### config.mk
export PLATFORM = sky130hd
export DESIGN_NAME = spi_master_shifter
export DESIGN_NICKNAME = d
export VERILOG_FILES = /design/src/rtl/spi_master_shifter_pkg.sv /design/src/rtl/spi_half_tick.sv /design/src/rtl/spi_master_shifter.sv
export SDC_FILE = /design/constraint.sdc
export NUM_CORES = 1
export LEC_CHECK = 0
export ABC_AREA = 1
export BUFFER_PORTS_ARGS = -buffer_cell sky130_fd_sc_hd__buf_2
export CELL_PAD_IN_SITES_DETAIL_PLACEMENT = 0
export CELL_PAD_IN_SITES_GLOBAL_PLACEMENT = 2
export CORE_ASPECT_RATIO = 0.8
export CORE_MARGIN = 8
export CORE_UTILIZATION = 36
export DETAILED_ROUTE_END_ITERATION = 8
export MAX_ROUTING_LAYER = met4
export PLACE_DENSITY_LB_ADDON = 0.05
export SETUP_SLACK_MARGIN = 0.1
export SLEW_MARGIN = 5
export SYNTH_ARGS = -nofsm -noshare
export SYNTH_HDL_FRONTEND = slang
export SYNTH_SLANG_ARGS = --single-unit
### constraint.sdc
create_clock -name raw_clk -period 5.07 [get_ports raw_clk]
set_clock_uncertainty 0.1 [all_clocks]
set_input_delay 1.014 -clock raw_clk [delete_from_list [all_inputs] [get_ports raw_clk]]
set_output_delay 1.014 -clock raw_clk [all_outputs]
set_load 0.01 [all_outputs]
### src/rtl/spi_master_shifter_pkg.sv
// Shared definitions for the SPI master shift engine: FSM states, frame-width
// codes and the default SCLK half-period divider.
package spi_master_shifter_pkg;

  typedef enum logic [2:0] {
    ST_IDLE  = 3'd0,
    ST_SETUP = 3'd1,
    ST_HIGH  = 3'd2,
    ST_LOW   = 3'd3,
    ST_DONE  = 3'd4,
    ST_REARM = 3'd5
  } spi_state_t;

  localparam logic SPI_WIDTH_8  = 1'b0;
  localparam logic SPI_WIDTH_16 = 1'b1;

  localparam int unsigned SPI_CLOCK_DIV_DEFAULT = 4;

  function automatic logic [4:0] frame_bits(input logic width);
    return (width == SPI_WIDTH_16) ? 5'd16 : 5'd8;
  endfunction

endpackage

### src/rtl/spi_half_tick.sv
// SCLK half-period divider: one-cycle tick after every CLOCK_DIV raw_clk cycles,
// held at zero while the engine is idle.
module spi_half_tick #(
  parameter int unsigned CLOCK_DIV = 4
) (
  input  logic raw_clk,
  input  logic reset_n,
  input  logic clear,
  output logic tick
);

  localparam logic [7:0] LAST = 8'(CLOCK_DIV - 1);

  logic [7:0] count;

  assign tick = !clear && (count == LAST);

  always_ff @(posedge raw_clk or negedge reset_n) begin
    if (!reset_n) begin
      count <= '0;
    end else if (clear || tick) begin
      count <= '0;
    end else begin
      count <= count + 8'd1;
    end
  end

endmodule

### src/rtl/spi_master_shifter.sv
// SPI master shift engine, mode 0, MSB first, 8- or 16-bit frames.
// Owns SCLK/MOSI/CS_N timing; every output is a flop.
module spi_master_shifter
  import spi_master_shifter_pkg::*;
#(
  parameter int unsigned CLOCK_DIV = SPI_CLOCK_DIV_DEFAULT
) (
  input  logic        raw_clk,
  input  logic        reset_n,
  input  logic        start,
  input  logic        width_16,
  input  logic [15:0] data_tx,
  output logic [15:0] data_rx,
  output logic        busy,
  output logic        done,
  output logic        sclk,
  output logic        mosi,
  input  logic        miso,
  output logic        cs_n
);

  spi_state_t  state, state_next;
  logic        tick;
  logic        width_q;
  logic        sample;
  logic [15:0] shift;
  logic [4:0]  bit_cnt;

  spi_half_tick #(.CLOCK_DIV(CLOCK_DIV)) u_half_tick (
    .raw_clk (raw_clk),
    .reset_n (reset_n),
    .clear   (state == ST_IDLE),
    .tick    (tick)
  );

  always_ff @(posedge raw_clk or negedge reset_n) begin
    if (!reset_n) state <= ST_IDLE;
    else          state <= state_next;
  end

  always_comb begin
    state_next = state;
    case (state)
      ST_IDLE:  if (start) state_next = ST_SETUP;
      ST_SETUP: if (tick)  state_next = ST_HIGH;
      ST_HIGH:  if (tick)  state_next = ST_LOW;
      ST_LOW:   if (tick)  state_next = (bit_cnt == frame_bits(width_q)) ? ST_DONE : ST_HIGH;
      ST_DONE:             state_next = ST_REARM;
      ST_REARM: if (!start) state_next = ST_IDLE;
      default:             state_next = ST_IDLE;
    endcase
  end

  // miso is captured into a one-bit holding flop on the rising SCLK edge and
  // enters the shift LSB on the falling edge, so the unsent transmit bits in
  // the low end of the register are never overwritten before they go out.
  // 8-bit frames are left-justified so the MSB always sits at shift[15].
  always_ff @(posedge raw_clk or negedge reset_n) begin
    if (!reset_n) begin
      data_rx <= '0;
      busy    <= 1'b0;
      done    <= 1'b0;
      sclk    <= 1'b0;
      mosi    <= 1'b0;
      cs_n    <= 1'b1;
      width_q <= SPI_WIDTH_8;
      sample  <= 1'b0;
      shift   <= '0;
      bit_cnt <= '0;
    end else begin
      done <= 1'b0;
      case (state)
        ST_IDLE: if (start) begin
          width_q <= width_16;
          shift   <= (width_16 == SPI_WIDTH_8) ? {data_tx[7:0], 8'h00} : data_tx;
          mosi    <= (width_16 == SPI_WIDTH_8) ? data_tx[7] : data_tx[15];
          bit_cnt <= '0;
          busy    <= 1'b1;
          cs_n    <= 1'b0;
        end
        ST_SETUP: if (tick) begin
          sclk   <= 1'b1;
          sample <= miso;
        end
        ST_HIGH: if (tick) begin
          sclk    <= 1'b0;
          shift   <= {shift[14:0], sample};
          bit_cnt <= bit_cnt + 5'd1;
          if ((bit_cnt + 5'd1) < frame_bits(width_q)) mosi <= shift[14];
        end
        ST_LOW: if (tick) begin
          if (bit_cnt == frame_bits(width_q)) begin
            data_rx <= (width_q == SPI_WIDTH_16) ? shift : {8'h00, shift[7:0]};
            done    <= 1'b1;
            busy    <= 1'b0;
            cs_n    <= 1'b1;
            mosi    <= 1'b0;
          end else begin
            sclk   <= 1'b1;
            sample <= miso;
          end
        end
        default: ;
      endcase
    end
  end

endmodule

==> results.json, run 1 <==
{
  "clkSlewWorstSetupHoldPaths_ns": 0.11,
  "rrSetupSlack_ns": 2.96,
  "initial_utilization_pct": 36.5,
  "final_core_util_pct": 40.8,
  "final_area_mm2": 0.00317,
  "worstReg2RegEnd": "data_rx[3]",
  "r2r_start": "bit_cnt[0]",
  "fin_crit_sh_pct": 41.5,
  "top_layer": "met4",
  "synth_area_mm2": 0.00283,
  "cap_violations": 0,
  "ant_nets": 0,
  "wl_met1_um": 3530,
  "clkLatencyLatePin_ns": 0.32,
  "synth_area_per_cell_um2": 8.21,
  "seq_area_frac_synth_pct": 48.7,
  "hp-class": "flop to flop",
  "num_vias": 2268,
  "synthToLayoutAreaGrowth_pct": 12.0,
  "ir_drop_mv": 0.183,
  "max_freq_ghz": 0.475,
  "worstHoldStart": "u_half_tick.count[0]",
  "grt_overflow": 0,
  "synth_seq_cells": 55,
  "cp_max_fo": 33,
  "clock_sinks": 55,
  "ys_warn_count": 0,
  "placed_area_mm2": 0.00308,
  "slowest_delay_ns": 0.43,
  "die_area_mm2": 0.0110,
  "place_inst": 483,
  "crit_family": "simple AND/OR/NAND/NOR gates",
  "met2WireLength_um": 2810,
  "drc": 0,
  "max_slew_margin_pct": 50.4,
  "syn-instance-count": 345,
  "post_cts_resized": 0,
  "worst-setup-path-type": "flop to flop",
  "swShare_pct": 44.1,
  "min_to": "u_half_tick.count[0]",
  "fin_nets": 407,
  "cts-root-buf": "clkbuf_8",
  "hold_viol_final": 0,
  "dp_hpwl_um": 4730,
  "min_path_cells": 1,
  "grt_pass1_wl_um": 11000,
  "synth_ff_type": "dfrtp_1",
  "combinationalPowerShare_pct": 41.6,
  "tightestPinTransition_ns": 0.742,
  "diodes": 0,
  "grt_usage_pct": 13.2,
  "setup_viol": 0,
  "fillers": 837,
  "slew_violations": 0,
  "antenna_found_initial": 0,
  "status": "complete, no violations",
  "path_cells": "inv_1 > ha_1 > inv_1 > nor2_1 > nand4_4 > inv_2 > nand2_2 > nand2_1 > o21ai_2",
  "drt_first_pass_iters": 4,
  "grt_pass1_vias": 2240,
  "io_buffers": 41,
  "async_reset_ff_share_pct": 100,
  "htreeDepth": 2,
  "vias_per_cell": 4.62,
  "wl_met3_um": 214,
  "stdcell_count": 491,
  "crit_top_cell": "inv_1",
  "register_area_mm2": 0.00138,
  "cts_tree": "done",
  "synthDistinctLibCells": 31,
  "p_int_w": 0.000885,
  "fin_setup_tns_ns": 0,
  "fin_crit_ns": 2.11,
  "wirelength_um": 6610,
  "rows": 29,
  "drt_iter0_drc": 149,
  "drive_gt1_share_pct": 21.1,
  "worst-path-buf-inv": 3,
  "syn_nets": 370,
  "ctsHoldBuffers": 0,
  "core_area_mm2": 0.00776,
  "pwr-share-seq_pct": 42.1,
  "crit_slowest_cell": "dfrtp_1",
  "cp.arrival_ns": 2.19,
  "power_leakage_nw": 1.60,
  "gp_congestion": 0.760,
  "die-width_um": 115,
  "grt_max_degree": 56,
  "final_common_cell": "nand2_1",
  "clockBufferDepth": 2,
  "post_cts_buffers": 0,
  "cts_made_buffers": 5,
  "die-height_um": 95.3,
  "synth_edf_count": 0,
  "r2r_cells": 9,
  "multi_input_area_mm2": 0.00120,
  "boundaryPins": 42,
  "wire_per_inst_um": 13.5,
  "p_clk_share_pct": 16.3,
  "rsz0062_at_grt": "no",
  "cp-start-kind": "flop",
  "p_switching_w": 0.000697,
  "p_per_area_mw_per_mm2": 499,
  "required_ns": 5.15,
  "cp-end-kind": "flop",
  "final_cell_mix": "nand2_1 (82), dfrtp_1 (54), buf_2 (41)"
}
## synth_stat cells, types with 2 or more instances
cell type,instances,share of area (%)
o21ai_0,31,5.5
nor3_1,9,1.6
nor3b_1,3,0.80
inv_1,33,4.4
ha_1,4,1.8
nand2_1,82,11
nand2_2,3,0.66
nor2_4,3,1.2
a21oi_1,5,0.88
o21ai_1,14,2.5
o21ai_2,12,3.7
nand3_1,21,3.7
nand2_4,2,0.80
nor2_1,39,5.2
inv_2,7,0.93
buf_2,4,0.71
dfrtp_1,54,48
buf_6,6,2.4
## cell families (layout without fill, tap and decap cells)
logic type      count (synthesis)  count (layout)  synth area share, %
simple gates                  166             166                 26.3
compound gates                 65              65                 13.5
flops                          55              55                 48.7
buf+inv                        52              90                 8.79
fa+ha+maj                       4               4                 1.77
xor+xnor                        2               2                0.619
mux                             1               1                0.354
## stage by stage
stage / total power (W) / setup slack [ns] / hold WS, ns
after floorplan: 0.00118 / 3.05 / 0.333
after global placement: 0.00134 / 2.88 / 0.351
after detailed placement: 0.00135 / 2.87 / 0.365
after CTS: 0.00161 / 2.91 / 0.381
after global routing: 0.00174 / 2.67 / 0.391
final: 0.00158 / 2.96 / 0.376
## final cells by class
type,count,area share (%)
Timing Repair Buffer,42,6.71
Inverter,40,4.74
Clock buffer,6,2.29
Clock inverter,2,0.552
Tap cell,108,4.26
Multi-Input combinational cell,238,38.0
Sequential cell,55,43.4
## metal layers
layer  GRT usage, %  vias up
met2           19.6       34
li1               -     1182
met5              -        -
met3           2.78        5
met4           3.60        0
met1           17.7     1047
## flip-flops by register name (all words and copies together) (netlist names), 3 cells and up
register / count
u_half_tick.count: 8
bit_cnt: 5
data_rx: 16
shift: 16
state: 3
## power by group through the flow
stage                     logic, W  clock network [W]  registers (W)
after floorplan           0.000508                  0       0.000668
after global placement    0.000667                  0       0.000675
after detailed placement  0.000669                  0       0.000677
after CTS                 0.000672           0.000267       0.000669
after global routing      0.000768           0.000282       0.000688
final                     0.000659           0.000257       0.000666
## worst max-delay path by stage
stage | depth (start not counted) | endpoint | slack [ns] | startpoint
finish | 9 | data_rx[3] | 2.96 | bit_cnt[0]
global route | 8 | data_rx[1] | 2.67 | u_half_tick.count[0]
CTS | 8 | data_rx[3] | 2.91 | u_half_tick.count[0]
detailed placement | 8 | bit_cnt[2] | 2.87 | start
global placement | 8 | bit_cnt[2] | 2.88 | start
floorplan | 6 | shift[14] | 3.05 | width_16
No activity file was read; power rests on OpenSTA's default activity.
==> run 2: changes to the inputs <==
--- a/config.mk
+++ b/config.mk
@@ -11,7 +11,7 @@
 export CELL_PAD_IN_SITES_GLOBAL_PLACEMENT = 2
 export CORE_ASPECT_RATIO = 0.8
 export CORE_MARGIN = 8
-export CORE_UTILIZATION = 36
+export CORE_UTILIZATION = 33
 export DETAILED_ROUTE_END_ITERATION = 8
 export MAX_ROUTING_LAYER = met4
 export PLACE_DENSITY_LB_ADDON = 0.05
==> constraint.sdc (replaced) <==
create_clock -name raw_clk -period 2.15 [get_ports raw_clk]
set_clock_uncertainty 0.1 [all_clocks]
set_input_delay 0.43 -clock raw_clk [delete_from_list [all_inputs] [get_ports raw_clk]]
set_output_delay 0.43 -clock raw_clk [all_outputs]
set_load 0.01 [all_outputs]
==> results.json, run 2 (synthesized netlist as in run 1, its figures left out) <==
{
  "status": "complete, no violations",
  "fin_setup_tns_ns": 0,
  "setup_slack_ns": 0.310,
  "cts_made_buffers": 5,
  "grt_max_degree": 56,
  "cp.arrival_ns": 1.94,
  "wire_per_inst_um": 13.1,
  "final_cell_mix": "nand2_1 (82), dfrtp_1 (54), buf_2 (41)",
  "htreeDepth": 2,
  "rrSetupSlack_ns": 0.31,
  "tightestPinTransition_ns": 0.401,
  "max_slew_margin_pct": 73.3,
  "rows": 30,
  "fin_crit_sh_pct": 85.6,
  "top_regs": "data_rx: 16 flops, shift: 16 flops, u_half_tick.count: 8 flops",
  "grt_usage_pct": 12.0,
  "die-width_um": 120,
  "diodes": 0,
  "cap_violations": 0,
  "hold_viol_final": 0,
  "fin_crit_ns": 1.84,
  "ant_nets": 0,
  "cts-root-buf": "clkbuf_8",
  "r2r_start": "u_half_tick.count[0]",
  "cp-start-kind": "flop",
  "antenna_found_initial": 0,
  "grt_overflow": 0,
  "ir_drop_mv": 0.470,
  "cp-end-kind": "flop",
  "hp-class": "input port to asynchronous set/reset pin",
  "setup_viol": 0,
  "required_ns": 2.25,
  "clock_sinks": 55,
  "cts_tree": "done",
  "placed_area_mm2": 0.00315,
  "drt_first_pass_iters": 4,
  "fin_nets": 413,
  "final_area_mm2": 0.00325,
  "power_leakage_nw": 1.64,
  "p_per_area_mw_per_mm2": 1170,
  "io_buffers": 41,
  "die-height_um": 98.9,
  "num_vias": 2234,
  "clockBufferDepth": 2,
  "die_area_mm2": 0.0118,
  "final_common_cell": "nand2_1",
  "crit_start": "u_half_tick.count[0]",
  "core_area_mm2": 0.00841,
  "dp_hpwl_um": 4840,
  "worst-setup-path-type": "flop to flop",
  "drt_iter0_drc": 116,
  "clkLatencyLatePin_ns": 0.31,
  "r2r_cells": 10,
  "worstReg2RegEnd": "bit_cnt[2]",
  "rsz0062_at_grt": "no",
  "initial_utilization_pct": 33.7,
  "fillers": 931,
  "critPathCapture": "bit_cnt[2]",
  "max_freq_ghz": 0.543,
  "synthToLayoutAreaGrowth_pct": 14.7,
  "clkSlewWorstSetupHoldPaths_ns": 0.11,
  "ctsHoldBuffers": 0,
  "grt_pass1_vias": 2250,
  "grt_pass1_wl_um": 11300,
  "place_ws_ns": 0.280,
  "drc": 0,
  "drive_gt1_share_pct": 22.6,
  "slew_violations": 0,
  "post_cts_resized": 0,
  "vias_per_cell": 4.46,
  "boundaryPins": 42,
  "cp_max_fo": 18,
  "wirelength_um": 6550,
  "gp_congestion": 0.768
}
==> run 2: cell count changes in the layout (fill, tap and decap cells not counted), sizes merged <==
cell	before	now
clkbuf	6	5
buf	42	48
inv	40	41
==> run 2: repair_timing <==
| item | in CTS | in global routing |
|---|---|---|
| endpoints found under the setup margin | 0 | 1 |
| hold endpoints to repair | 0 | 0 |
| setup buffers | 0 | 1 |
==> run 2: area by class of cell <==
class / instances / area [um2] / area share [%]
Clock inverter: 3 / 22.5 / 0.694
Timing Repair Buffer: 48 / 283 / 8.71
Clock buffer: 5 / 68.8 / 2.12
Inverter: 40 / 150 / 4.62
Multi-Input combinational cell: 238 / 1200 / 37.1
Sequential cell: 55 / 1380 / 42.4
Tap cell: 112 / 140 / 4.32
==> run 2: how the worst min path moves through the flow <==
stage | end | slack (ns)
floorplan | bit_cnt[0] | 0.03
global placement | state[0] | 0.35
detailed placement | state[0] | 0.36
CTS | busy | 0.0007
global route | busy | 0.02
finish | busy | 0.004
==> run 2: power breakdown <==
group	internal [W]	total [W]	switching, W
logic	0.000556	0.00165	0.00109
registers	0.00136	0.00155	0.000190
clock network	0.000235	0.000592	0.000358
total	0.00215	0.00379	0.00164
==> run 2: critical path: stages, from the launching register on <==
cell     delay (ns)
dfrtp_1        0.40
ha_1           0.20
nand2_1        0.06
nor2_1         0.13
nand2_2        0.16
nor2_4         0.16
inv_2          0.06
nand2_4        0.16
inv_1          0.13
nor2_1         0.11
nor2_1         0.05
==> run 2: per-layer routing <==
metal	up-vias	GRT usage [%]	part of all wire (%)
li1	1195	-	-
met1	1011	16.8	53
met2	26	17.3	43
met3	2	2.51	3.1
met4	0	2.59	0.47
met5	-	-	0
==> run 2: stage by stage <==
stage	utilization [%]	total power, W	instances	hold WS, ns
after floorplan	-	0.00278	345	0.0344
after global placement	37.4	0.00326	492	0.354
after detailed placement	37.4	0.00325	492	0.357
after CTS	38.5	0.00387	500	0.000710
after global routing	38.6	0.00417	501	0.0218
final	38.6	0.00379	501	0.00368
